### src/rtl/iir_coef_bank.sv
// Double-buffered coefficient bank for the biquad cascade: shadow/active copy gated by the compute window.
// Optional COEF_READBACK_EN adds a registered shadow read port (rd_en/rd_addr/rd_data).
module iir_coef_bank #(
    parameter int CASCADE_LEVEL = 10,
    parameter int CWIDTH        = 24,
    parameter int AWIDTH        = 6
) (
    input  logic                              clk,
    input  logic                              rstn,
    input  logic                              block_en,
    input  logic                              din_vld,
    input  logic                              wr_en,
    input  logic [AWIDTH-1:0]                 wr_addr,
    input  logic [CWIDTH-1:0]                 wr_data,
    input  logic                              commit,
    output logic [CASCADE_LEVEL*CWIDTH*5-1:0] coefs,
    output logic                              commit_pending,
    output logic                              commit_done,
    output logic                              wr_err
`ifdef COEF_READBACK_EN
    ,
    input  logic                              rd_en,
    input  logic [AWIDTH-1:0]                 rd_addr,
    output logic [CWIDTH-1:0]                 rd_data
`endif
);

    // state   | meaning
    // IDLE    | no copy outstanding, shadow writable
    // PENDING | commit accepted, waiting for a non-busy cycle to copy
    typedef enum logic {IDLE, PENDING} state_t;

    localparam int NWORDS = CASCADE_LEVEL * 5;
    localparam int BW     = NWORDS * CWIDTH;
    localparam int CNT_W  = $clog2(CASCADE_LEVEL + 2);
    localparam logic [CNT_W-1:0] CNT_LOAD = CNT_W'(CASCADE_LEVEL + 1);

    state_t              state;
    logic [CNT_W-1:0]    busy_cnt;
    logic                busy;
    logic [CWIDTH-1:0]   shadow [NWORDS];
    logic                wr_in_range;
    logic                wr_ok;
    logic [BW-1:0]       merged;

    assign busy        = din_vld | (busy_cnt != '0);
    assign wr_in_range = 32'(wr_addr) < NWORDS;
    assign wr_ok       = wr_en & wr_in_range & ~commit_pending;

    always_ff @(posedge clk or negedge rstn) begin
        if (!rstn) begin
            busy_cnt <= '0;
        end else if (!block_en) begin
            busy_cnt <= '0;
        end else if (din_vld) begin
            busy_cnt <= CNT_LOAD;
        end else if (busy_cnt != '0) begin
            busy_cnt <= busy_cnt - 1'b1;
        end
    end

    always_ff @(posedge clk or negedge rstn) begin
        if (!rstn) begin
            for (int i = 0; i < NWORDS; i++) shadow[i] <= '0;
        end else if (wr_ok) begin
            shadow[wr_addr] <= wr_data;
        end
    end

    // Same-cycle write is folded into the copy so a commit issued with block_en low sees it.
    always_comb begin
        merged = '0;
        for (int i = 0; i < NWORDS; i++) begin
            merged[i*CWIDTH +: CWIDTH] = (wr_ok && 32'(wr_addr) == i) ? wr_data : shadow[i];
        end
    end

    always_ff @(posedge clk or negedge rstn) begin
        if (!rstn) begin
            state          <= IDLE;
            commit_pending <= 1'b0;
            commit_done    <= 1'b0;
            wr_err         <= 1'b0;
            coefs          <= '0;
        end else begin
            commit_done <= 1'b0;
            if (!block_en) begin
                state          <= IDLE;
                commit_pending <= 1'b0;
                wr_err         <= 1'b0;
                if (commit) begin
                    coefs       <= merged;
                    commit_done <= 1'b1;
                end
            end else begin
                wr_err <= wr_en & ~wr_ok;
                case (state)
                    IDLE: begin
                        if (commit) begin
                            state          <= PENDING;
                            commit_pending <= 1'b1;
                        end
                    end
                    PENDING: begin
                        if (!busy) begin
                            coefs          <= merged;
                            state          <= IDLE;
                            commit_pending <= 1'b0;
                            commit_done    <= 1'b1;
                        end
                    end
                    default: begin
                        state          <= IDLE;
                        commit_pending <= 1'b0;
                    end
                endcase
            end
        end
    end

`ifdef COEF_READBACK_EN
    logic rd_in_range;
    assign rd_in_range = 32'(rd_addr) < NWORDS;

    always_ff @(posedge clk or negedge rstn) begin
        if (!rstn) begin
            rd_data <= '0;
        end else if (rd_en) begin
            rd_data <= rd_in_range ? shadow[rd_addr] : '0;
        end
    end
`endif

endmodule

### config.mk
export PLATFORM = sky130hd
export DESIGN_NAME = iir_coef_bank
export DESIGN_NICKNAME = d
export VERILOG_FILES = /design/src/rtl/iir_coef_bank.sv
export SDC_FILE = /design/constraint.sdc
export NUM_CORES = 2
export LEC_CHECK = 0
export BUFFER_PORTS_ARGS = -buffer_cell sky130_fd_sc_hd__clkbuf_2
export CORE_MARGIN = 10
export CORE_UTILIZATION = 24
export DETAILED_ROUTE_END_ITERATION = 10
export SYNTH_ARGS = -nofsm -noshare
export SYNTH_HDL_FRONTEND = slang
export SYNTH_SLANG_ARGS = --single-unit
### constraint.sdc
create_clock -name clk -period 4.58 [get_ports clk]
set_input_delay 0.916 -clock clk [delete_from_list [all_inputs] [get_ports clk]]
set_output_delay 0.916 -clock clk [all_outputs]
set_load 0.01 [all_outputs]
==> metrics <==
slowest stage cell, crit path=dfrtp_1; clock root buffer=clkbuf_16; fillcell total=43.6k; Max Cap Viol=0; setup_tns=0 ps; peak supply drop=0.325 mV; TritonCTS clock tree=yes; DRC=0; Final Hold Viols=0; crit path capture type=flop; CTS H-tree lvls=5; ys flop type=dfrtp_1; top cells by count, synth=2,408 x dfrtp_1, 1,201 x nand2_1, 1,200 x a311oi_1, 1,200 x a31oi_1, 1,200 x nand3_1; CTS Buffer Depth=4; largest area contributor in the netlist=dfrtp_1; Starting Density=24.1%; via density per instance=5.79; I/O pin cnt=1,239; IO Port Bufs=1,238; critical path fanouts, max=87; HP Start=din_vld; clk_skew=42.6 ps; min cycle time layout=3160 ps; crit path DAT=3950 ps; RSZ-0062 raised after global routing=no; largest delay contributor family on the critical path=buffers and inverters; share of the synthesized area in the top cell type=59.5%; flop and latch count out of synthesis=2,408; clk slew on worst S/H paths=60 ps; ANT nets after route=0; Final Setup Violations=0; placer congestion estimate=0.833; share of cells above drive strength 1=19.4%; largest net degree at the start of global routing=168; antenna violations before repair=32; Num CTS Buffers=282; WS Path Type=reg -> reg; R2R Setup Slk=1420 ps; Final Worst Setup Slack=1420 ps; pre-CTS WS=914 ps; placed insts=15.7k; vias in the first global route=91.1k; Site Rows=238; slowest stage delay, CP=930 ps; max-slew violations=0; Yosys cell types=41; Non-Filler Instances=16.2k; HPWL after DPL=292,000 um; GRT overflow=0; register area share after synthesis=59.5%; syn nets=9,867; count leader, synth=dfrtp_1; startpoint types=flop; average cell area after synthesis=10.3 um2; FF-to-FF End=coefs[496]; Via Count=93.8k; first-pass GRT wire length=686,000 um; Die Span X=670 um; warnings from Yosys=0; Period Utilization, post-route=69.1%; Core Box Area=420,000 um2; Pre-antenna DRT Iters=8; post-synthesis cell count=9,830; # clock sinks=2,408; Total Routed Length=480,000 um; CP required=5370 ps; die area=448,000 um2; FF-to-FF Start=commit_pending; Mapped Area=101,000 um2; Initial DRC Count=12.3k; CP Cell Sequence=nand4bb_4 -> buf_12 -> buf_4 -> o21ai_0 -> a31oi_1; CP Buf/Inv Count=2; pwr/cell area=481 nW/um2; Hold/Removal Path Class=in -> reg; Max Fclk=0.316 GHz; Crit. Startpoint=commit_pending; gr usage total=20.2%; Setup crit end=coefs[496]; Area growth syn-to-layout=21.1%; Slew HR=16.8%; worst slew pin tran=1250 ps; Post-synth ARST share=100%; outcome=finished clean; Leak=55.4 nW; Critical Path Stages=5; wire per inst=29.6 um; clk_lat worst skew=910 ps; nets@finish=10.4k; reg2reg path depth=5; chip height=670 um; Post-synth EDFFs=0; Area contributors post-synth=dfrtp_1 59%, a311oi_1 10%, a31oi_1 7.4%, nand3_1 5.9%, o21ai_0 4.8%
power by group:
group | switching [mW] | leakage, nW | total (mW) | internal, mW
logic | 6.71 | 20.2 | 9.85 | 3.14
registers | 2.14 | 30.7 | 26.2 | 24.1
clock network | 9.67 | 4.58 | 22.9 | 13.2
cell families after synthesis:
group | synth area share (%)
multiplexers | 0.0111
buffers and inverters | 5.82
AO/OA/AOI/OAI | 23.8
flip-flops | 59.5
adder cells (fa/ha/maj) | 0.0124
AND/OR/NAND/NOR | 10.9
layout make-up:
cell class / count / area (um2) / share of cell area, %
clock inverters: 82 / 1010 / 0.820
flip-flops and latches: 2408 / 60300 / 49.1
inverters: 3 / 11.3 / 0.00918
repair buffers: 1576 / 10500 / 8.55
well taps: 5640 / 7060 / 5.75
diodes: 20 / 50.0 / 0.0408
clock buffers: 416 / 8290 / 6.76
multi-input cells: 6062 / 35500 / 28.9
sequential cells by signal, indices dropped and copies added, names as in the netlist:
signal	cells
commit_done	1
commit_pending	1
busy_cnt	4
coefs	1200
state	1
wr_err	1
shadow	1200
cell usage in the layout, fill, tap and decap left out, types with 3 or more instances in the layout:
cell        count
inv_6          11
clkinv_4        4
diode_2        20
clkbuf_16     285
buf_4         228
nor4bb_4        6
o21ai_1       227
buf_12        134
nand3_1      1200
clkbuf_1       64
nand4bb_4       8
clkinvlp_4      3
nand2_1      1201
clkinv_2       36
or4b_4          5
bufinv_16      10
clkinv_8        8
clkbuf_2     1212
and4b_4         4
nor3_1          4
dfrtp_1      2407
clkinv_16       5
inv_16          4
a311oi_1     1200
o21ai_0       974
nor4b_4         6
clkbuf_8       67
a31oi_1      1200
nand4b_1        5
inv_1           3
worst min path at each step:
stage	end	cells past startpoint
2_1_floorplan	shadow[385]	2
3_3_place_gp	shadow[231]	2
3_5_place_dp	shadow[231]	2
4_1_cts	busy_cnt[2]	2
5_1_grt	busy_cnt[2]	2
6_report	busy_cnt[2]	2
metrics by stage:
stage,hold WS (ps),utilization (%),cell area (um2),power (mW)
5_1_grt,268,29.2,123000,61.0
3_5_place_dp,471,26.9,113000,36.3
6_report,316,29.2,123000,58.9
3_3_place_gp,463,26.9,113000,36.1
2_1_floorplan,454,-,101000,30.6
4_1_cts,206,29.2,123000,59.1
layer usage:
metal / track usage (%) / part of all wire [%] / up-vias
li1: - / - / 38400
met1: 25.8 / 38 / 48100
met2: 29.6 / 44 / 5860
met3: 4.41 / 9.2 / 1374
met4: 15.4 / 8.9 / 20
met5: 0 / 0.033 / -
repair_timing:
item / 4_1_cts / 5_1_grt
gates resized for setup: 0 / 0
hold endpoints to repair: 23 / 0
hold buffers: 1 / 0
endpoints found under the setup margin: 0 / 0
buffers inserted: 0 / 0
Note: power is estimated with default switching activity, not from simulation.
